### config.mk
export PLATFORM = sky130hd
export DESIGN_NAME = tinyqv_instr_buffer
export DESIGN_NICKNAME = d
export VERILOG_FILES = /design/src/rtl/tinyqv_instr_buffer.sv
export SDC_FILE = /design/constraint.sdc
export NUM_CORES = 1
export LEC_CHECK = 0
export ABC_AREA = 1
export ABC_CLOCK_PERIOD_IN_PS = 4000
export CAP_MARGIN = 10
export CORE_ASPECT_RATIO = 1.2
export CORE_MARGIN = 10
export CORE_UTILIZATION = 40
export DETAILED_ROUTE_END_ITERATION = 12
export PLACE_DENSITY = 0.67
export REMOVE_ABC_BUFFERS = 1
export SYNTH_ARGS = -nofsm -noshare
export SYNTH_HDL_FRONTEND = slang
export SYNTH_SLANG_ARGS = --single-unit
### constraint.sdc
create_clock -name clk -period 4 [get_ports clk]
set_clock_uncertainty 0.1 [all_clocks]
set_input_delay 0.4 -clock clk [delete_from_list [all_inputs] [get_ports clk]]
set_output_delay 0.4 -clock clk [all_outputs]
set_load 0.01 [all_outputs]
### src/rtl/tinyqv_instr_buffer.sv
// tinyqv_instr_buffer: halfword prefetch ring that assembles instructions at pc.
// Define TINYQV_IBUF_RVC_EN to support 16-bit compressed instructions.
module tinyqv_instr_buffer #(
    parameter int                 DEPTH      = 4,
    parameter int                 PC_BITS    = 24,
    parameter logic [PC_BITS-1:0] RESET_ADDR = '0
) (
    input  logic               clk,
    input  logic               rstn,
    input  logic [15:0]        fetch_data,
    input  logic               fetch_valid,
    output logic               fetch_ready,
    output logic [PC_BITS-1:0] fetch_addr,
    output logic               fetch_restart,
    output logic [31:0]        instr,
    output logic [1:0]         instr_len,
    output logic               instr_valid,
    output logic [PC_BITS-1:0] pc,
    input  logic               instr_complete,
    input  logic               branch,
    input  logic [PC_BITS-1:0] branch_target
);

    localparam int IW = $clog2(DEPTH);
    localparam int AW = IW + 1;

`ifdef TINYQV_IBUF_RVC_EN
    localparam logic [PC_BITS-1:0] ALIGN = ~PC_BITS'(1);
`else
    localparam logic [PC_BITS-1:0] ALIGN = ~PC_BITS'(3);
`endif

    localparam logic [PC_BITS-1:0] RST_PC = RESET_ADDR & ALIGN;

    logic [15:0]        hw [DEPTH];
    logic [AW-1:0]      wptr;
    logic [AW-1:0]      rptr;
    logic [AW-1:0]      count;
    logic [IW-1:0]      ridx;
    logic [IW-1:0]      ridx1;
    logic [15:0]        lo_hw;
    logic [15:0]        hi_hw;
    logic [PC_BITS-1:0] target;
    logic               push;
    logic               pop;

    assign count = wptr - rptr;
    assign ridx  = rptr[IW-1:0];
    assign ridx1 = ridx + IW'(1);

    // Empty slots read as zero so a drained buffer presents instr = 0
    assign lo_hw = (count != '0) ? hw[ridx] : 16'h0000;
    assign hi_hw = (count >= AW'(2)) ? hw[ridx1] : 16'h0000;
    assign instr = {hi_hw, lo_hw};

`ifdef TINYQV_IBUF_RVC_EN
    assign instr_len = (lo_hw[1:0] == 2'b11) ? 2'd2 : 2'd1;
`else
    assign instr_len = 2'd2;
`endif

    assign instr_valid = (count >= AW'(instr_len));
    assign fetch_ready = (count < AW'(DEPTH));

    // Data landing while the restart pulse is high belongs to the old stream
    assign push   = fetch_valid && fetch_ready && !fetch_restart && !branch;
    assign pop    = instr_complete && instr_valid && !branch;
    assign target = branch_target & ALIGN;

    // Halfword storage; contents are only meaningful between rptr and wptr
    always_ff @(posedge clk) begin
        if (push) begin
            hw[wptr[IW-1:0]] <= fetch_data;
        end
    end

    // Pointers, pc and fetch address; a branch overrides push and pop
    always_ff @(posedge clk or negedge rstn) begin
        if (!rstn) begin
            wptr          <= '0;
            rptr          <= '0;
            pc            <= RST_PC;
            fetch_addr    <= RST_PC;
            fetch_restart <= 1'b0;
        end else begin
            fetch_restart <= branch;
            if (branch) begin
                rptr       <= wptr;
                pc         <= target;
                fetch_addr <= target;
            end else begin
                if (push) begin
                    wptr       <= wptr + AW'(1);
                    fetch_addr <= fetch_addr + PC_BITS'(2);
                end
                if (pop) begin
                    rptr <= rptr + AW'(instr_len);
                    pc   <= pc + PC_BITS'({instr_len, 1'b0});
                end
            end
        end
    end

endmodule

==> impl_results.html <==
<table>
<tr><th>Metric</th><th>Value</th></tr>
<tr><th colspan="2">Global route</th></tr>
<tr><td>Global route total overflow</td><td>0</td></tr>
<tr><td>Maximum number of pins on one net before global-route repair</td><td>51</td></tr>
<tr><td>Number of antenna violations at the first check in global routing</td><td>0</td></tr>
<tr><td>Vias in the first global route</td><td>5895</td></tr>
<tr><td>Global-route wire length before repair</td><td>30000 um</td></tr>
<tr><td>Total global routing track utilization</td><td>17.5%</td></tr>
<tr><th colspan="2">Layout</th></tr>
<tr><td>Ratio of cells with drive above 1 in the final layout</td><td>6.88%</td></tr>
<tr><td>Highest-count cells in the layout ignoring fill and taps</td><td>260 x nand2_1, 121 x clkdlybuf4s50_1, 108 x nand3_1</td></tr>
<tr><td>Most common library cell in the layout ignoring fill and taps</td><td>nand2_1</td></tr>
<tr><td>Antenna diode count</td><td>0</td></tr>
<tr><td>Utilization after layout</td><td>53.8%</td></tr>
<tr><td>Nets</td><td>970</td></tr>
<tr><td>Area growth syn-to-layout</td><td>30.5%</td></tr>
<tr><th colspan="2">Detailed routing</th></tr>
<tr><td>Total vias in the final route</td><td>5882</td></tr>
<tr><td>Wire length per cell</td><td>16.5 um</td></tr>
<tr><td>DR pass1 iterations</td><td>7</td></tr>
<tr><td>Met1 wire length</td><td>7870 um</td></tr>
<tr><td>Via density per instance</td><td>5.17</td></tr>
<tr><td>Metal3 WL</td><td>1410 um</td></tr>
<tr><td>DRC violations left</td><td>0</td></tr>
<tr><td>Total wirelength of the detailed-routed design</td><td>18800 um</td></tr>
<tr><td>DR WL met2</td><td>9190 um</td></tr>
<tr><td>Iteration-0 DRC Markers</td><td>481</td></tr>
<tr><td>Antenna violation net count after detailed routing</td><td>0</td></tr>
<tr><td>Highest routed metal layer</td><td>met4</td></tr>
<tr><th colspan="2">Timing</th></tr>
<tr><td>Final-report max-slew violation count</td><td>0</td></tr>
<tr><td>Worst-case headroom to the max-slew limit</td><td>45.1%</td></tr>
<tr><td>Minimum clock period after layout</td><td>3730 ps</td></tr>
<tr><td>Actual slew at the worst max-slew pin</td><td>824 ps</td></tr>
<tr><td>Count of endpoints failing setup in the final report</td><td>0</td></tr>
<tr><td>RSZ-0062 raised after global routing</td><td>no</td></tr>
<tr><td>Setup TNS</td><td>0 ps</td></tr>
<tr><td>Number of endpoints with negative hold slack in the final report</td><td>0</td></tr>
<tr><td>Final worst path period share</td><td>93.3%</td></tr>
<tr><td>Maximum frequency from static timing analysis</td><td>268 MHz</td></tr>
<tr><th colspan="2">Clock network</th></tr>
<tr><td>Clock tree from TritonCTS</td><td>done</td></tr>
<tr><td>Cells resized by post-CTS repair</td><td>0</td></tr>
<tr><td>Root Buffer</td><td>clkbuf_16</td></tr>
<tr><td>Clock latency on the worst-skew pair</td><td>410 ps</td></tr>
<tr><td>Max Buffers Root-to-Sink</td><td>2</td></tr>
<tr><td>Number of buffers inserted during clock tree synthesis</td><td>17</td></tr>
<tr><td>Total number of clock tree sinks</td><td>116</td></tr>
<tr><td>Count of buffers added by post-CTS timing repair for setup</td><td>0</td></tr>
<tr><td>Htree depth</td><td>4</td></tr>
<tr><td>Clk slew on worst S/H paths</td><td>60 ps</td></tr>
<tr><th colspan="2">Power</th></tr>
<tr><td>Peak VDD IR</td><td>0.294 mV</td></tr>
<tr><td>Leak Pwr</td><td>0.00358 uW</td></tr>
<tr><td>Cell area power density</td><td>766 nW/um^2</td></tr>
<tr><th colspan="2">Yosys</th></tr>
<tr><td>Total of warnings raised by yosys</td><td>0</td></tr>
<tr><td>Gate count of the mapped netlist</td><td>797</td></tr>
<tr><td>Post-synth cell types</td><td>42</td></tr>
<tr><td>Flip-flop and latch count after synthesis</td><td>116</td></tr>
<tr><td>Area of the mapped netlist</td><td>6490 um^2</td></tr>
<tr><td>Dominant combinational cell family by area after synthesis</td><td>simple AND/OR/NAND/NOR gates</td></tr>
<tr><td>Arithmetic-cell share of the synthesized area counting full adders, half adders and majority gates</td><td>1.66%</td></tr>
<tr><td>Portion of the post-synthesis area used by sequential elements</td><td>49.6%</td></tr>
<tr><td>Compound-cell area share of the yosys netlist</td><td>8.94%</td></tr>
<tr><td>Simple logic cell fraction of the synthesized area</td><td>30.0%</td></tr>
<tr><td>Portion of netlist area occupied by mux cells</td><td>0%</td></tr>
<tr><td>Xor-xnor portion of the synthesized cell area</td><td>2.16%</td></tr>
<tr><td>Post-synthesis area per instance</td><td>8.15 um^2</td></tr>
<tr><th colspan="2">Worst setup path</th></tr>
<tr><td>Setup CP Type</td><td>reg -&gt; out</td></tr>
<tr><td>CP Capture Type</td><td>output pin</td></tr>
<tr><td>CP required</td><td>3500 ps</td></tr>
<tr><td>Crit path max fanout</td><td>16</td></tr>
<tr><td>Arrival @ worst endpoint</td><td>3230 ps</td></tr>
<tr><td>Category of the worst setup path launch point</td><td>flip-flop</td></tr>
<tr><th colspan="2">Run</th></tr>
<tr><td>Max capacitance violation total</td><td>0</td></tr>
<tr><th colspan="2">Die</th></tr>
<tr><td>Row cnt</td><td>50</td></tr>
<tr><td>Die area</td><td>21800 um^2</td></tr>
<tr><td>Vertical extent of the die</td><td>160 um</td></tr>
<tr><td>Core Area</td><td>15800 um^2</td></tr>
<tr><td>I/O pin total</td><td>130</td></tr>
<tr><td>Die span in x</td><td>136 um</td></tr>
<tr><td>Starting utilization of the core area</td><td>41.2%</td></tr>
<tr><th colspan="2">Place</th></tr>
<tr><td>Post-DP HPWL</td><td>13400 um</td></tr>
<tr><td>Total of buffers placed on input and output ports</td><td>122</td></tr>
<tr><td>RD Place Congestion</td><td>0.973</td></tr>
<tr><th colspan="2">Outcome</th></tr>
<tr><td>Outcome</td><td>complete, no violations</td></tr>
<tr><th colspan="2">Worst hold path</th></tr>
<tr><td>Hold crit path type</td><td>reg -&gt; reg</td></tr>
</table>
==> through the flow <==
step	cell area, um^2	power [uW]	std cells	hold slack [ps]	setup WS, ps
3_3_place_gp	7870	4990	1105	419	684
6_report	8480	6490	1138	451	267
5_1_grt	8480	6950	1138	484	43.4
3_5_place_dp	7870	5020	1105	431	652
2_1_floorplan	6300	3330	763	4.41	604
4_1_cts	8480	6560	1138	451	202
==> per-layer routing <==
layer	up-vias	global-route usage (%)
li1	2898	-
met1	2761	20.9
met2	199	29.1
met3	24	4.82
met4	0	6.40
met5	-	0
==> synthesized netlist by cell type, drive strengths merged <==
master | number | area [um^2]
nand2 | 265 | 1020
nand3 | 110 | 568
inv | 74 | 278
edfxtp | 64 | 1920
nor2 | 55 | 216
dfrtp | 52 | 1300
o22ai | 31 | 194
o21ai | 28 | 140
clkbuf | 20 | 75.1
buf | 17 | 125
a211oi | 15 | 113
xor2 | 12 | 105
nand4 | 8 | 65.1
ha | 7 | 87.6
nor3 | 7 | 40.0
o211ai | 7 | 62.6
nand3b | 4 | 30.0
xnor2 | 4 | 35.0
a21boi | 3 | 22.5
a21oi | 2 | 10.0
clkinv | 2 | 7.51
conb | 2 | 7.51
o21bai | 2 | 15.0
or2 | 2 | 12.5
a21o | 1 | 7.51
a22o | 1 | 8.76
fa | 1 | 20.0
o21a | 1 | 7.51
==> worst max-delay path, stage by stage (launching register included) <==
cell and delay, ps:
dfrtp_1 430, inv_1 110, ha_1 220, fa_1 390, nand3_2 150, nand3_4 140
inv_2 320, nand2_2 350, nand3_1 180, inv_1 50, clkdlybuf4s50_1 470
==> sequential cells by signal, summed over array words and instances (netlist names) <==
name	cells
hw	64
wptr	3
fetch_addr	23
fetch_restart	1
pc	22
rptr	3
==> final timing paths <==
check	start	endpoint	slack [ps]	cells after the start
worst max-delay path	wptr[0]$_DFFE_PN0P_	instr[5]	270	10
worst max register to register	wptr[0]$_DFFE_PN0P_	hw[3][15]$_DFFE_PP_	1110	9
worst min register to register	fetch_addr[22]$_DFFE_PN0P_	fetch_addr[22]$_DFFE_PN0P_	450	2
max in group asynchronous	rstn	fetch_addr[10]$_DFFE_PN0P_	2480	3
worst min-delay path	fetch_addr[22]$_DFFE_PN0P_	fetch_addr[22]$_DFFE_PN0P_	450	2
min in group asynchronous	rstn	fetch_addr[22]$_DFFE_PN0P_	520	2
==> final cells by class <==
| type | instances | area [um^2] |
|---|---|---|
| Fill cell | 1476 | 7290 |
| Sequential cell | 116 | 3220 |
| Multi-Input combinational cell | 571 | 2800 |
| Timing Repair Buffer | 135 | 1320 |
| Clock buffer | 17 | 425 |
| Inverter | 76 | 285 |
| Tap cell | 208 | 260 |
| Clock inverter | 15 | 170 |
==> what timing repair did <==
item,in CTS,in global routing
hold endpoints to repair,20,0
hold buffers,1,0
endpoints found under the setup margin,0,0
==> power by group <==
part	leakage, uW	internal (uW)	switching, uW
clock	0.000288	934	590
combinational	0.00208	1470	1770
sequential	0.00121	1470	257
total	0.00358	3880	2620
==> cell families (layout without fill, tap and decap cells) <==
group	count (synthesis)	in the layout
compound gates	91	91
fa+ha+maj	8	8
buf+inv	113	243
other cells	2	5
xor+xnor	16	16
flops	116	116
simple gates	451	451
(Power assumes the default switching activity.)
